<file path="src/rtl/shift_arbiter.sv">
// shift_arbiter: two requesters share one combinational shifter (SLL/SRL/SRA/pass)
// through round-robin arbitration and a single registered result stage.
// The result stage forwards on drain, so back-to-back operations sustain one per cycle.
//
// Ports:
//   clk, rst_n                  clock (rising edge) and asynchronous active-low reset
//   req{0,1}_valid/ready        request handshake; ready is combinational and forced low in reset
//   req{0,1}_op                 00 SLL, 01 SRL, 10 SRA, 11 pass-through
//   req{0,1}_data, _shamt       operand and shift amount
//   res_valid/res_ready         result handshake
//   res_data, res_id            registered shift result and the requester that issued it
//   grant_cnt0, grant_cnt1      saturating accepted-op counters
//
// Optional feature: define SHIFT_ARBITER_GRANT_CNT_EN to implement the grant counters.
// When it is undefined, both counters read 16'h0000.
module shift_arbiter #(
    parameter int unsigned N = 32,
    localparam int unsigned SW = $clog2(N)
) (
    input  logic          clk,
    input  logic          rst_n,
    input  logic          req0_valid,
    output logic          req0_ready,
    input  logic [1:0]    req0_op,
    input  logic [N-1:0]  req0_data,
    input  logic [SW-1:0] req0_shamt,
    input  logic          req1_valid,
    output logic          req1_ready,
    input  logic [1:0]    req1_op,
    input  logic [N-1:0]  req1_data,
    input  logic [SW-1:0] req1_shamt,
    output logic          res_valid,
    input  logic          res_ready,
    output logic [N-1:0]  res_data,
    output logic          res_id,
    output logic [15:0]   grant_cnt0,
    output logic [15:0]   grant_cnt1
);

    typedef enum logic {EMPTY = 1'b0, FULL = 1'b1} state_t;

    state_t          state_q, state_d;
    logic [N-1:0]    res_data_q, res_data_d;
    logic            res_id_q, res_id_d;
    logic            last_grant_q, last_grant_d;

    logic            can_accept;
    logic            grant_vld;
    logic            grant_id;
    logic            accept;
    logic [1:0]      sel_op;
    logic [N-1:0]    sel_data;
    logic [SW-1:0]   sel_shamt;
    logic [N-1:0]    shift_out;

    // Shared shift datapath
    function automatic logic [N-1:0] do_shift(input logic [1:0] op,
                                              input logic [N-1:0] d,
                                              input logic [SW-1:0] s);
        case (op)
            2'b00:   return d << s;
            2'b01:   return d >> s;
            2'b10:   return N'($signed(d) >>> s);
            default: return d;
        endcase
    endfunction

    // Round-robin grant: on a tie the requester not served last wins
    always_comb begin
        grant_vld = req0_valid | req1_valid;
        grant_id  = 1'b0;
        if (req0_valid && req1_valid) begin
            grant_id = ~last_grant_q;
        end else if (req1_valid) begin
            grant_id = 1'b1;
        end
    end

    // A full stage can take a new op in the same cycle its result drains
    assign can_accept = (state_q == EMPTY) || res_ready;
    assign accept     = rst_n && can_accept && grant_vld;

    assign req0_ready = accept && !grant_id;
    assign req1_ready = accept &&  grant_id;

    // Operand mux feeding the single shifter
    always_comb begin
        sel_op    = grant_id ? req1_op    : req0_op;
        sel_data  = grant_id ? req1_data  : req0_data;
        sel_shamt = grant_id ? req1_shamt : req0_shamt;
        shift_out = do_shift(sel_op, sel_data, sel_shamt);
    end

    // Next-state and result-stage load
    always_comb begin
        state_d      = state_q;
        res_data_d   = res_data_q;
        res_id_d     = res_id_q;
        last_grant_d = last_grant_q;
        if (accept) begin
            state_d      = FULL;
            res_data_d   = shift_out;
            res_id_d     = grant_id;
            last_grant_d = grant_id;
        end else if (state_q == FULL && res_ready) begin
            state_d = EMPTY;
        end
    end

    // State and result registers
    always_ff @(posedge clk or negedge rst_n) begin
        if (!rst_n) begin
            state_q      <= EMPTY;
            res_data_q   <= '0;
            res_id_q     <= 1'b0;
            last_grant_q <= 1'b1;
        end else begin
            state_q      <= state_d;
            res_data_q   <= res_data_d;
            res_id_q     <= res_id_d;
            last_grant_q <= last_grant_d;
        end
    end

    assign res_valid = (state_q == FULL);
    assign res_data  = res_data_q;
    assign res_id    = res_id_q;

`ifdef SHIFT_ARBITER_GRANT_CNT_EN
    logic [15:0] cnt0_q, cnt1_q;

    // Saturating per-requester accept counters
    always_ff @(posedge clk or negedge rst_n) begin
        if (!rst_n) begin
            cnt0_q <= 16'h0000;
            cnt1_q <= 16'h0000;
        end else begin
            if (req0_ready && cnt0_q != 16'hFFFF) cnt0_q <= cnt0_q + 16'd1;
            if (req1_ready && cnt1_q != 16'hFFFF) cnt1_q <= cnt1_q + 16'd1;
        end
    end

    assign grant_cnt0 = cnt0_q;
    assign grant_cnt1 = cnt1_q;
`else
    assign grant_cnt0 = 16'h0000;
    assign grant_cnt1 = 16'h0000;
`endif

endmodule

</file>
<file path="config.mk">
export PLATFORM = sky130hd
export DESIGN_NAME = shift_arbiter
export DESIGN_NICKNAME = d
export VERILOG_FILES = /design/src/rtl/shift_arbiter.sv
export SDC_FILE = /design/constraint.sdc
export NUM_CORES = 1
export LEC_CHECK = 0
export ABC_AREA = 1
export CAP_MARGIN = 20
export CORE_MARGIN = 2
export CORE_UTILIZATION = 45
export DETAILED_ROUTE_END_ITERATION = 7
export PLACE_DENSITY = 0.77
export RECOVER_POWER = 100
export SETUP_SLACK_MARGIN = 0.3
export SLEW_MARGIN = 20
export SYNTH_ARGS = -nofsm -noshare
export SYNTH_HDL_FRONTEND = slang
export SYNTH_SLANG_ARGS = --single-unit
</file>
<file path="constraint.sdc">
create_clock -name clk -period 5.2 [get_ports clk]
set_clock_uncertainty 0.05 [all_clocks]
set_input_delay 0.78 -clock clk [delete_from_list [all_inputs] [get_ports clk]]
set_output_delay 0.78 -clock clk [all_outputs]
set_load 0.03 [all_outputs]
</file>
==> results by group, run 1 <==
Global routing
  • Largest net degree at the start of global routing: just over 60
  • Total gr overflow: 0
  • All-Layer GR Usage: 0.370
  • Initial antenna violation count: 0
  • First-pass GRT wire length: ~42000 um
  • Vias in the first global route: between 7k and 8k

Synth
  • Largest family of logic cells by synthesized area: simple AND/OR/NAND/NOR gates
  • Dominant synthesized flop cell: dfrtp_1
  • Cell Area, Synth: 6340 sq um
  • Sequential share of the synthesized area: 0.138
  • Post-Synth Simple-Gate Area: 0.627
  • Mux cell area share after synthesis: 0
  • Synth cell count leaders: nand2_1 (527), nand3_1 (283), inv_1 (105)
  • Top cell type's share of synthesized area: 0.312
  • Largest area contributor in the netlist: nand2_1
  • FFs w/ async S/R, synth: 1.00
  • Mean Syn Cell Area: between 5 and 6 sq um
  • XOR/XNOR Fraction of Synth Area: 0
  • Netlist cell types: 34
  • Post-synth EDFFs: 0
  • Top cells by area, synth: nand2_1 (31%), nand3_1 (22%), dfrtp_1 (13%)
  • Post-synthesis compound-gate area fraction: 0.0704
  • #FFs+latches synth: 35
  • Synthesized-area fraction occupied by adder cells: 0
  • Top-count cell post-synth: nand2_1
  • Gate Count Post-Synth: between 1k and 1.5k
  • Warning count from the yosys run: 0

Timing
  • Fmax: about 230 MHz
  • Final period util: 0.836
  • Hold Fails Final Rpt: 0
  • Final Max Slew Viols: 36
  • Normalized max-slew margin: -0.281
  • Final setup viols: 0
  • Tmin final: ~4300 ps
  • Hold Slack: 420 ps
  • Post-route setup TNS: 0 ps
  • Slew at the pin closest to its max-slew limit: 1920 ps
  • RSZ-0062 raised after global routing: false
  • Final worst setup slack: 854 ps

Clock network
  • Post_cts resized: 0
  • Clock Sinks: 35
  • Reg clk slew, reported paths: ~60 ps
  • Clock Tree Root: clkbuf_16
  • Max clock buf depth: 2
  • Post-CTS Hold Buffers: 0
  • Skew-Pair Late Insertion Delay: between 200 and 300 ps
  • H-tree Lvls: 2
  • Setup repair bufs after CTS: 0
  • CTS tree: yes
  • Cts bufs inserted: 5

Route
  • Vias: about 8.5k
  • Drt first pass iters: 5
  • Routed Antenna Nets: 0
  • Wire length per cell: around 19 um
  • Number of DRC markers in iteration 0: about 1.0k
  • DRC violations left: 0
  • WL final: between 20000 and 30000 um
  • Drt via density: ~5.7

Flow run
  • Max_cap viols: 1

Cells and area
  • Final Cell Area: ~7500 sq um
  • Nets@finish: about 1.4k
  • ANT cells: 0
  • Layout cell share with drive strength beyond 1: 0.0394
  • Area grow syn2layout: 18.7%
  • Finished Core Util: 0.545
  • Post-route insts no fill: 1501
  • Fillers: about 1.6k

Floorplanning
  • Top Ports: ~150
  • Starting Density: 0.459
  • Die W: 123 um
  • Die area: 15100 sq um
  • DIE HEIGHT: between 100 and 150 um
  • Placeable core region: 13800 sq um
  • # rows: 43

Worst setup path
  • Crit path top cell by count: o21ai_0
  • Startpoint types: input pin
  • Slowest cell on crit path: dlygate4sd3_1
  • Crit-path cells: dlygate4sd3_1 -> nand2_8 -> o21ai_0 -> inv_2 -> nand2_1 -> inv_2 -> nor2_2 -> inv_1 -> a21oi_1 -> o21ai_0 -> nand3_1 -> o21ai_0
  • Crit path buf inv count: 4
  • Setup CP Type: in2reg
  • Worst EP arrival: between 4000 and 5000 ps
  • Setup crit end kind: flip-flop
  • Crit path largest cell delay: roughly 760 ps
  • Worst endpoint required time: roughly 5300 ps
  • Critical path fanouts, max: 46
  • Largest delay share family, worst path: buffers and inverters

Power and ir drop
  • Pwr/cell area: a little under 300 nW/um^2
  • Overall power: between 2 and 2.5 mW
  • Leak: 4.20 nW
  • Maximum vdd ir drop: ~0.00017 V

Place
  • Pre-CTS worst setup slack: between 1000 and 1500 ps
  • Cells after DPL: around 1.5k
  • # port buffers: about 120
  • Post-DP Area: ~7400 sq um
  • Detail Placement HPWL: roughly 22000 um
  • GP Congestion: 1.04

Hold path
  • Hold crit path type: reg2reg

Run status
  • Failing checks: capacitance limit, slew limit
  • Status: finished, violations left
-- kinds of logic (layout without fill, tap and decap cells) --
logic type / Yosys count / count (layout)
simple gates: 916 / 916
other cells: 1 / 32
compound gates: 80 / 80
flops: 35 / 35
buf+inv: 216 / 258
-- layout by cell type, fill, tap and decap left out, drive strengths merged --
| master | Yosys | final |
|---|---|---|
| o31ai | 1 | 1 |
| inv | 115 | 115 |
| a21oi | 29 | 29 |
| bufinv | 0 | 1 |
| nor2 | 60 | 60 |
| dfstp | 1 | 1 |
| nand3 | 284 | 284 |
| dlygate4sd3 | 0 | 36 |
| o21ai | 42 | 42 |
| nor3 | 5 | 5 |
| nand3b | 26 | 26 |
| conb | 1 | 32 |
| clkbuf | 24 | 9 |
| dfrtp | 34 | 34 |
| o21a | 1 | 1 |
| clkdlybuf4s50 | 0 | 80 |
| a31oi | 3 | 3 |
| o211ai | 3 | 3 |
| or2 | 2 | 2 |
| clkinv | 1 | 3 |
| nand2 | 534 | 534 |
| buf | 76 | 14 |
| o2111ai | 1 | 1 |
| nand4 | 5 | 5 |
-- power by group --
part / internal, mW / switching [mW] / total [mW]
sequential: 0.345 / 0.0377 / 0.383
clock: 0.226 / 0.123 / 0.349
combinational: 0.440 / 1.01 / 1.45
total: 1.01 / 1.17 / 2.18
-- state kept, by name, summed over array words and instances (netlist names) --
name	cells
res_valid	1
last_grant_q	1
res_id	1
res_data	32
-- worst reg2reg max path, cell delays in order (launching register included) --
cell	delay, ps
dfstp_2	390
nand2_4	200
nand2_8	240
o21ai_0	690
inv_2	40
nand2_1	510
inv_2	510
nor2_2	410
inv_1	130
a21oi_1	120
o21ai_0	100
nand3_1	90
o21ai_0	70
-- metal layers --
| metal | share of wire | GRT usage | routed length, um | vias up |
|---|---|---|---|---|
| met2 | 0.45 | 0.585 | 12500 | 498 |
| met4 | 0.060 | 0.196 | 1680 | 0 |
| met3 | 0.081 | 0.0441 | 2270 | 84 |
| li1 | - | - | - | 4093 |
| met5 | 0 | 0 | 0 | - |
| met1 | 0.41 | 0.490 | 11400 | 3814 |
-- final cells by class --
class | instances | area [sq um] | area share
timing repair buffer | 134 | 1280 | 0.170
inverter | 116 | 435 | 0.0578
clock inverter | 3 | 43.8 | 0.00582
tap | 180 | 225 | 0.0299
multi-input combinational | 1028 | 4540 | 0.603
clock buffer | 5 | 125 | 0.0166
sequential | 35 | 877 | 0.116
-- final timing paths --
check	startpoint	endpoint	cells after the start	slack (ps)
setup / recovery	req1_valid	res_data[13]	12	850
hold / removal	res_data[19]	res_data[19]	2	420
setup reg to reg	last_grant_q	res_data[13]	12	1530
hold reg to reg	res_data[19]	res_data[19]	2	420
max in group asynchronous	rst_n	res_data[21]	2	2450
min in group asynchronous	rst_n	res_data[10]	2	1540
Note: power is estimated with default switching activity, not from simulation.
==> inputs of run 2 (changes only) <==
clock period = 4.3 ns   (was 5.2 ns; I/O delays follow)
==> run 2 against run 1 <==
Compared with the run above: the run still ends with capacitance limit, slew limit left; sequential cell count unchanged; first-iteration DRC count increased by 5.8%; combinational power rose by 22%; worst setup slack worse by 450 ps; non-clock buffer count is 6 higher; core utilization up 0.43 points; clock power grew 24%; total power is 22% higher; via count rose by 0.13%; die area is the same; design area is 0.80% higher; critical path type unchanged; largest cell class unchanged; largest power group unchanged; highest routed layer unchanged.
==> results by group, run 2 (same netlist as run 1, synthesis figures left out) <==
Floorplanning
  • Die area: 15100 sq um (unchanged)
  • Top Ports: 151 (unchanged)
  • # rows: 43 (unchanged)
  • Starting Density: 0.459 (unchanged)
  • Die W: 123 um (unchanged)
  • DIE HEIGHT: 123 um (unchanged)
  • Placeable core region: 13800 sq um (unchanged)

Route
  • Routed Antenna Nets: 0 (unchanged)
  • Vias: 8500 (was 8489)
  • Number of DRC markers in iteration 0: 1099 (was 1039)
  • DRC violations left: 0 (unchanged)
  • Wire length per cell: 18.7 um (was 18.5 um)
  • Drt via density: 5.64 (was 5.66)
  • Drt first pass iters: 6 (was 5)
  • WL final: 28200 um (was 27800 um)

Clock network
  • Post_cts resized: 0 (unchanged)
  • Max clock buf depth: 2 (unchanged)
  • Clock Tree Root: clkbuf_16 (unchanged)
  • CTS tree: yes (unchanged)
  • Reg clk slew, reported paths: 60 ps (about the same)
  • H-tree Lvls: 2 (unchanged)
  • Setup repair bufs after CTS: 0 (unchanged)
  • Cts bufs inserted: 5 (unchanged)
  • Skew-Pair Late Insertion Delay: 290 ps (about the same)
  • Post-CTS Hold Buffers: 0 (unchanged)
  • Clock Sinks: 35 (unchanged)

Timing
  • Hold Fails Final Rpt: 0 (unchanged)
  • Tmin final: between 3000 and 4000 ps
  • RSZ-0062 raised after global routing: false (unchanged)
  • Final Max Slew Viols: 36 (unchanged)
  • Normalized max-slew margin: -0.335 (was -0.281)
  • Post-route setup TNS: 0 ps (unchanged)
  • Hold Slack: 425 ps (was 420 ps)
  • Final setup viols: 0 (unchanged)
  • Fmax: about 260 MHz
  • Final period util: 0.905
  • Slew at the pin closest to its max-slew limit: 2000 ps (was 1920 ps)

Cells and area
  • ANT cells: 0 (unchanged)
  • Largest register FFs: 32 (unchanged)
  • Nets@finish: 1409 (was 1403)
  • Area grow syn2layout: 19.6% (was 18.7%)
  • Most frequent cells in the layout: nand2_1 (527), nand3_1 (283), inv_1 (105) (unchanged)
  • Commonest non-fill, non-tap cell in the layout: nand2_1 (unchanged)
  • Layout cell share with drive strength beyond 1: 0.0445 (was 0.0394)

Hold path
  • Hold crit path type: reg2reg (unchanged)
  • Hold path start: res_data[4] (was res_data[19])

Global routing
  • All-Layer GR Usage: 0.375 (was 0.370)
  • Vias in the first global route: 7697 (was 7711)
  • Initial antenna violation count: 0 (unchanged)
  • Total gr overflow: 0 (unchanged)
  • First-pass GRT wire length: 42800 um (was 42400 um)
  • Largest net degree at the start of global routing: 62 (unchanged)

Power and ir drop
  • Sw frac: 0.538 (was 0.537)
  • Logic gate share of total power: 0.663 (was 0.664)
  • Pint: 1.23 mW (was 1.01 mW)
  • Pwr/cell area: 352 nW/um^2 (was 290 nW/um^2)
  • Maximum vdd ir drop: 0.000211 V (was 0.000170 V)
  • Leak: 4.23 nW (was 4.20 nW)
  • Flop pwr share: 0.174 (was 0.175)
  • Net Sw Power: 1.44 mW (was 1.17 mW)
  • Clk pwr share: 0.162 (was 0.160)

Worst setup path
  • Crit-path cells: dlygate4sd3_1 -> nand2_8 -> o21ai_1 -> nand2_2 -> nor2_2 -> nand4_1 -> nand2_1 -> nor2_1 -> nand2_1 -> nand2_1 -> nand2_1 -> nand2_1 -> nand2_1 (was dlygate4sd3_1 -> nand2_8 -> o21ai_0 -> inv_2 -> nand2_1 -> inv_2 -> nor2_2 -> inv_1 -> a21oi_1 -> o21ai_0 -> nand3_1 -> o21ai_0)
  • Worst endpoint required time: 4480 ps (was 5320 ps)
  • Slowest cell on crit path: dlygate4sd3_1 (unchanged)
  • Worst EP arrival: 4070 ps (was 4460 ps)
  • Crit path largest cell delay: 900 ps (was 760 ps)
  • Setup crit end kind: flip-flop (unchanged)
  • Crit path top cell by count: nand2_1 (was o21ai_0)
  • Largest delay share family, worst path: simple AND/OR/NAND/NOR gates (was buffers and inverters)
  • CP startpoint: req1_valid (unchanged)
  • Startpoint types: input pin (unchanged)
  • Worst r2r src: last_grant_q (unchanged)
  • Setup CP Type: in2reg (unchanged)
  • Crit path buf inv count: 1 (was 4)
  • Critical path fanouts, max: 46 (unchanged)

Place
  • GP Congestion: 1.17 (was 1.04)
  • # port buffers: 118 (unchanged)
  • Detail Placement HPWL: 22200 um (was 21900 um)

Run status
  • Failing checks: capacitance limit, slew limit (unchanged)
  • Status: finished, violations left (unchanged)

Flow run
  • Max_cap viols: 1 (unchanged)
## run 2: cell types whose count changed in the layout (fill, tap and decap cells not counted)
| cell | delta |
|---|---|
| o21ai_0 | -3 |
| buf_12 | +1 |
| buf_4 | +5 |
| nor2_2 | +1 |
| nor2_1 | -1 |
| o21ai_1 | +3 |
## run 2: through the flow
step	util	setup WS (ps)	instances	total power [mW]	area, sq um
after CTS	0.550	715	1507	2.67	7610
after global routing	0.549	210	1507	2.85	7590
final	0.549	407	1507	2.67	7590
after detailed placement	0.538	423	1499	2.24	7440
after global placement	0.538	393	1499	2.23	7440
after floorplan	-	1410	1279	1.64	6460
## run 2: cell type report
| class | instances | area [sq um] |
|---|---|---|
| clock buffer | 5 | 125 |
| clock inverter | 3 | 43.8 |
| fill | 1596 | 6240 |
| inverter | 116 | 435 |
| multi-input combinational | 1028 | 4540 |
| sequential | 35 | 877 |
| tap | 180 | 225 |
| timing repair buffer | 140 | 1340 |
## run 2: worst paths after layout
check                      slack, ps  cells after the start            to
max                              410                     13   res_data[8]
min                              420                      2   res_data[4]
max reg2reg                     1220                     14   res_data[8]
min reg2reg                      420                      2   res_data[4]
max in group asynchronous       1590                      2  res_data[27]
min in group asynchronous       1460                      2   res_data[8]
## run 2: layer usage
layer,global-route usage,part of all wire
met4,0.204,0.059
met1,0.487,0.40
met5,0,0
met2,0.588,0.44
met3,0.0651,0.098
## run 2: worst reg2reg max path, delay by kind of cell, from the launching register on
kind	cells	cell delay, ps
and+or+nand+nor	13	2050
DFF	1	560
AOI/OAI and AO/OA	1	330
## run 2: power by group through the flow
| stage | registers (mW) | logic [mW] | clock network, mW |
|---|---|---|---|
| CTS | 0.470 | 1.77 | 0.435 |
| detailed placement | 0.474 | 1.76 | 0 |
| global placement | 0.472 | 1.76 | 0 |
| floorplan | 0.640 | 0.998 | 0 |
| global route | 0.474 | 1.92 | 0.450 |
| finish | 0.465 | 1.77 | 0.434 |
==> inputs of run 3 (changes only) <==
CTS_CLUSTER_DIAMETER = 100   (was default)
HOLD_SLACK_MARGIN = 0.1   (was default)
==> results of run 3 <==
Same layout as run 2: the final DEF is identical, and so are final timing and power.
